[config.mk]
export PLATFORM = sky130hd
export DESIGN_NAME = scroll_display_mux
export DESIGN_NICKNAME = d
export VERILOG_FILES = /design/src/rtl/scroll_display_mux.sv
export SDC_FILE = /design/constraint.sdc
export NUM_CORES = 1
export LEC_CHECK = 0
export ABC_AREA = 1
export CAP_MARGIN = 20
export CORE_ASPECT_RATIO = 1.25
export CORE_MARGIN = 2
export CORE_UTILIZATION = 55
export CTS_BUF_LIST = sky130_fd_sc_hd__clkbuf_8
export CTS_CLUSTER_DIAMETER = 120
export CTS_CLUSTER_SIZE = 8
export DETAILED_ROUTE_END_ITERATION = 8
export GPL_TIMING_DRIVEN = 0
export PLACE_DENSITY = 0.78
export SYNTH_ARGS = -nofsm -noshare
export SYNTH_HDL_FRONTEND = slang
export SYNTH_SLANG_ARGS = --single-unit
[constraint.sdc]
create_clock -name clk -period 5.8 [get_ports clk]
set_input_delay 1.16 -clock clk [delete_from_list [all_inputs] [get_ports clk]]
set_output_delay 1.16 -clock clk [all_outputs]
set_load 0.01 [all_outputs]
[src/rtl/scroll_display_mux.sv]
// rtl/scroll_display_mux.sv - scrolling, time-multiplexed 7-segment display controller
// Snapshots a circular message and scans a NUM_DIGITS window of it onto active-low digit pins.
module scroll_display_mux #(
    parameter int NUM_DIGITS  = 4,
    parameter int MSG_LEN     = 6,
    parameter int SCROLL_DIV  = 12_500_000,
    parameter int REFRESH_DIV = 50_000,
    parameter int AUTO_RELOAD = 1
) (
    input  logic                    clk,
    input  logic                    rst,
    input  logic                    enable,
    input  logic                    mode,
    input  logic                    load,
    input  logic [4*MSG_LEN-1:0]    sym_in,
    input  logic [MSG_LEN-1:0]      dp_in,
    input  logic [MSG_LEN-1:0]      blank_in,
    output logic [NUM_DIGITS-1:0]   an,
    output logic [6:0]              seg,
    output logic                    dp,
    output logic                    wrap
);

    localparam int OFS_W = (MSG_LEN > 1) ? $clog2(MSG_LEN) : 1;
    localparam int DIG_W = (NUM_DIGITS > 1) ? $clog2(NUM_DIGITS) : 1;
    localparam int SC_W  = (SCROLL_DIV > 1) ? $clog2(SCROLL_DIV) : 1;
    localparam int RF_W  = (REFRESH_DIV > 1) ? $clog2(REFRESH_DIV) : 1;

    localparam logic [OFS_W-1:0] OFS_LAST = OFS_W'(MSG_LEN - 1);
    localparam logic [DIG_W-1:0] DIG_LAST = DIG_W'(NUM_DIGITS - 1);
    localparam logic [SC_W-1:0]  SC_LAST  = SC_W'(SCROLL_DIV - 1);
    localparam logic [RF_W-1:0]  RF_LAST  = RF_W'(REFRESH_DIV - 1);

    typedef enum logic {
        ST_BLANK = 1'b0,
        ST_RUN   = 1'b1
    } state_t;

    state_t                  state_q, state_d;
    logic [SC_W-1:0]         sc_q, sc_d;
    logic [RF_W-1:0]         rf_q, rf_d;
    logic [DIG_W-1:0]        dig_q, dig_d;
    logic [OFS_W-1:0]        ofs_q, ofs_d;
    logic [4*MSG_LEN-1:0]    sym_q, sym_d;
    logic [MSG_LEN-1:0]      dpb_q, dpb_d;
    logic [MSG_LEN-1:0]      blank_q, blank_d;
    logic [NUM_DIGITS-1:0]   an_q, an_d;
    logic [6:0]              seg_q, seg_d;
    logic                    dp_q, dp_d;
    logic                    wrap_q, wrap_d;

    logic                    tick;
    logic                    reload;
    logic [31:0]             pos;
    logic [OFS_W-1:0]        idx;
    logic [3:0]              cur_sym;

    function automatic logic [6:0] hex7(input logic [3:0] v);
        case (v)
            4'h0:    hex7 = 7'h40;
            4'h1:    hex7 = 7'h79;
            4'h2:    hex7 = 7'h24;
            4'h3:    hex7 = 7'h30;
            4'h4:    hex7 = 7'h19;
            4'h5:    hex7 = 7'h12;
            4'h6:    hex7 = 7'h02;
            4'h7:    hex7 = 7'h78;
            4'h8:    hex7 = 7'h00;
            4'h9:    hex7 = 7'h10;
            4'hA:    hex7 = 7'h08;
            4'hB:    hex7 = 7'h03;
            4'hC:    hex7 = 7'h46;
            4'hD:    hex7 = 7'h21;
            4'hE:    hex7 = 7'h06;
            default: hex7 = 7'h0E;
        endcase
    endfunction

    // Message entry shown on the currently scanned digit; the window wraps circularly.
    always_comb begin
        pos     = 32'(ofs_q) + 32'(dig_q);
        idx     = OFS_W'(pos % 32'(MSG_LEN));
        cur_sym = sym_q[4*idx +: 4];
    end

    always_comb begin
        state_d = enable ? ST_RUN : ST_BLANK;
        sc_d    = sc_q;
        rf_d    = rf_q;
        dig_d   = dig_q;
        ofs_d   = ofs_q;
        tick    = 1'b0;
        wrap_d  = 1'b0;
        an_d    = '1;
        seg_d   = 7'h7F;
        dp_d    = 1'b1;

        case (state_q)
            ST_BLANK: begin
                sc_d  = '0;
                rf_d  = '0;
                dig_d = '0;
            end
            default: begin
                an_d = ~(NUM_DIGITS'(1) << dig_q);
                if (!blank_q[idx]) begin
                    seg_d = hex7(cur_sym);
                    dp_d  = ~dpb_q[idx];
                end
                if (!enable) begin
                    sc_d  = '0;
                    rf_d  = '0;
                    dig_d = '0;
                end else begin
                    if (rf_q == RF_LAST) begin
                        rf_d  = '0;
                        dig_d = (dig_q == DIG_LAST) ? '0 : dig_q + DIG_W'(1);
                    end else begin
                        rf_d = rf_q + RF_W'(1);
                    end
                    if (mode) begin
                        sc_d = '0;
                    end else if (sc_q == SC_LAST) begin
                        sc_d = '0;
                        tick = 1'b1;
                    end else begin
                        sc_d = sc_q + SC_W'(1);
                    end
                end
            end
        endcase

        if (tick) begin
            ofs_d  = (ofs_q == OFS_LAST) ? '0 : ofs_q + OFS_W'(1);
            wrap_d = (ofs_q == OFS_LAST);
        end

        // A load coinciding with an auto-reload is a single snapshot of the same inputs.
        reload  = load || ((AUTO_RELOAD != 0) && wrap_d);
        sym_d   = reload ? sym_in   : sym_q;
        dpb_d   = reload ? dp_in    : dpb_q;
        blank_d = reload ? blank_in : blank_q;
    end

    always_ff @(posedge clk or posedge rst) begin
        if (rst) begin
            state_q <= ST_BLANK;
            sc_q    <= '0;
            rf_q    <= '0;
            dig_q   <= '0;
            ofs_q   <= '0;
            sym_q   <= '0;
            dpb_q   <= '0;
            blank_q <= '1;
            an_q    <= '1;
            seg_q   <= 7'h7F;
            dp_q    <= 1'b1;
            wrap_q  <= 1'b0;
        end else begin
            state_q <= state_d;
            sc_q    <= sc_d;
            rf_q    <= rf_d;
            dig_q   <= dig_d;
            ofs_q   <= ofs_d;
            sym_q   <= sym_d;
            dpb_q   <= dpb_d;
            blank_q <= blank_d;
            an_q    <= an_d;
            seg_q   <= seg_d;
            dp_q    <= dp_d;
            wrap_q  <= wrap_d;
        end
    end

    assign an   = an_q;
    assign seg  = seg_q;
    assign dp   = dp_q;
    assign wrap = wrap_q;

endmodule
==> flow_summary_export.csv <==
group,metric,value,unit
floorplanning,die_area,9900,µm²
cts,insertion_delay,0.37,ns
cts,clkSinkCount,95,
timing,worst_pin_slew,0.528,ns
timing,slew_viol_final,0,
synthesis,yosys-top-cells-area,"dfrtp_1 38%, nand2_1 15%, dfstp_2 9.4%",
placed_design,place_congestion,0.899,
synthesis,synth_top_area_cell,"dfrtp_1",
global_route,grt_max_degree,61,
setup_path,reg2reg_slack,2.42,ns
synthesis,synthAdderAreaFrac,4.14,%
finish,syn_to_final_growth,18.5,%
job,cap_viol_max_count,0,
setup_path,cp_max_fo,7,
global_route,grt_pass1_wl,17900,µm
synthesis,synth.area.mux_share,1.40,%
setup_path,worstPathArrival,3.68,ns
synthesis,synthSimpleGateAreaFrac,32.5,%
synthesis,syn_area_per_cell,8.02,µm²
timing,rsz0062_at_grt,"no",
power_and_ir_drop,cellPowerDensity,237,nW/µm²
timing,fmax,0.296,GHz
timing,fin_crit,3.38,ns
cts,hold_buffers,0,
placed_design,port_buffers,53,
synthesis,synth_top_family_by_area,"simple AND/OR/NAND/NOR gates",
detailed_routing,vias,4230,
worst_hold_path,hold_depth,1,
synthesis,netlist_instances,625,
synthesis,yosysTopAreaCellShare,38.5,%
global_route,grt_overflow,0,
finish,layout.nets,747,
synthesis,syn_nets,682,
setup_path,worstReg2RegStart,"ofs_q[0]$_DFFE_PP0P_",
synthesis,synth.distinct_cells,39,
synthesis,synth_compound_area_share,6.02,%
finish,final_util,67.9,%
timing,fin_crit_sh,58.3,%
status,status,"completed",
cts,htreeDepth,3,
global_route,grtUsageTotal,22.6,%
worst_hold_path,hp-class,"register to register",
finish,antenna_cells,0,
global_route,first_global_vias,4230,
detailed_routing,drtAntennaViolNets,0,
synthesis,synth.cell_area,5010,µm²
timing,finalHoldViolCount,0,
floorplanning,initial_utilization,57.3,%
cts,ctsResizeCount,0,
floorplanning,core,8750,µm²
setup_path,path_class,"register to register",
setup_path,critPathLaunchType,"register",
power_and_ir_drop,ir_drop,208,µV
cts,cts_setup_buffers,0,
power_and_ir_drop,leakage,2.70,nW
cts,clock_path_buffers,2,
finish,final_cell_mix,"195 x nand2_1, 77 x dfrtp_1, 68 x nand3_1",
global_route,antenna_found_initial,0,
synthesis,synth_seq_cells,95,
timing,setup_viol,0,
detailed_routing,drt_wl_total,10400,µm
detailed_routing,wl_per_cell,12.7,µm
synthesis,seq_area_frac_synth,47.9,%
timing,fin_setup_tns,0,ns
placed_design,hpwlAfterDp,7850,µm
floorplanning,fp-row-count,38,
cts,numCtsBuffers,9,
timing,skew,0.00983,ns
worst_hold_path,whs_endpoint,"sc_q[0]$_DFF_PP0_",
synthesis,synth_xor_area_share,1.22,%
cts,path_clk_slew,0.09,ns
detailed_routing,drt-initial-drc-count,212,
floorplanning,fp.dieW,89.4,µm
setup_path,rr_endpoint,"seg[0]$_DFF_PP1_",
detailed_routing,avgViaCountPerCell,5.19,
floorplanning,io_pins,54,
worst_hold_path,min-delay-start,"sc_q[0]$_DFF_PP0_",
synthesis,synth_warnings,0,
detailed_routing,drc,0,
setup_path,worst_r2r_path_depth,20,
timing,max_slew_margin,64.8,%
setup_path,cp.required,6.09,ns
finish,final_common_cell,"nand2_1",
floorplanning,die_y,111,µm
finish,drive_above_1_share,9.21,%
detailed_routing,dr.pass1.iters,5,
cts,cts_tree,"built",
setup_path,cp-end-kind,"register",
cts,root_buffer,"clkbuf_8",
## report_power, final
part	switching [mW]	internal, mW	total (mW)
Combinational	0.117	0.0929	0.210
Clock	0.224	0.251	0.475
Sequential	0.0175	0.705	0.723
## area by class of cell
cell class / instances / area [µm²]
Clock inverter: 6 / 77.6
Timing Repair Buffer: 54 / 558
Multi-Input combinational cell: 450 / 2270
Fill cell: 766 / 2810
Buffer: 18 / 110
Sequential cell: 95 / 2400
Inverter: 62 / 235
Clock buffer: 10 / 138
Tap cell: 120 / 150
## registers in the layout, indices dropped and copies added (netlist names)
signal,flops
sc_q,24
sym_q,24
rf_q,16
seg,7
blank_q,6
dpb_q,6
an,4
ofs_q,3
dig_q,2
dp,1
state_q,1
wrap,1
## metal layers
layer | GRT usage, % | up-vias | routed length, µm
met1 | 27.2 | 1963 | 4430
met5 | 0 | - | 0
met4 | 8.06 | 0 | 221
li1 | - | 2152 | -
met3 | 4.62 | 21 | 375
met2 | 38.9 | 94 | 5330
## worst max-delay path, cell delays in order, from the launching register on
cell,delay [ns]
dfrtp_1,0.46
ha_1,0.26
fa_1,0.39
inv_1,0.09
nand2_1,0.05
nand2_1,0.10
ha_1,0.23
nand3b_1,0.15
nand2_1,0.11
nand2_1,0.08
nand2_2,0.15
nand2_2,0.13
nand2_1,0.08
nand3_1,0.10
nand2_1,0.18
inv_1,0.12
ha_1,0.24
inv_1,0.10
nand3_1,0.11
nand3_1,0.10
nand3_1,0.08
## stage by stage
step | setup WS [ns] | total power, mW | hold WS, ns | cells | cell area [µm²]
final | 2.42 | 1.41 | 0.461 | 815 | 5940
after global routing | 2.15 | 1.48 | 0.497 | 815 | 5940
after CTS | 2.44 | 1.42 | 0.471 | 815 | 5940
after detailed placement | 2.44 | 0.947 | 0.458 | 799 | 5720
after global placement | 0.864 | 0.936 | 0.442 | 798 | 5690
after floorplan | 2.19 | 0.860 | 0.425 | 625 | 5010
## cells by family after synthesis
logic type	count (synthesis)
compound gates	55
xor+xnor	7
fa+ha+maj	16
buf+inv	80
flops	95
mux	7
simple gates	365
## Yosys cell counts
master    count
a211oi_1      3
a21oi_1      24
a221oi_1      1
a31oi_1       2
and3_1        1
buf_1         4
buf_2         7
buf_4         1
buf_6         4
clkbuf_1      2
dfrtp_1      77
dfstp_2      18
fa_1          1
ha_1         15
inv_1        59
inv_2         3
mux2i_1       7
nand2_1     195
nand2_2       5
nand2_4       1
nand3_1      68
nand3_2       3
nand3b_1      3
nand4_1      15
nand4_4       1
nor2_1       50
nor2_2        2
nor2_4        2
nor3_1       12
nor3_2        1
nor3b_1       2
nor4_1        3
nor4_2        1
o211ai_1      1
o21a_1        4
o21ai_0      19
o21ai_1       1
xnor2_1       3
xor2_1        4
## how the worst max path moves through the flow
stage	from	end	slack [ns]	cells past startpoint
detailed placement	dig_q[0]$_DFFE_PP0P_	seg[3]$_DFF_PP1_	2.44	20
global route	ofs_q[0]$_DFFE_PP0P_	seg[3]$_DFF_PP1_	2.15	20
CTS	ofs_q[0]$_DFFE_PP0P_	seg[3]$_DFF_PP1_	2.44	20
global placement	rst	rf_q[2]$_DFF_PP0_	0.86	2
floorplan	rst	dig_q[0]$_DFFE_PP0P_	2.19	1
finish	ofs_q[0]$_DFFE_PP0P_	seg[0]$_DFF_PP1_	2.42	20
Note: power is estimated with default switching activity, not from simulation.
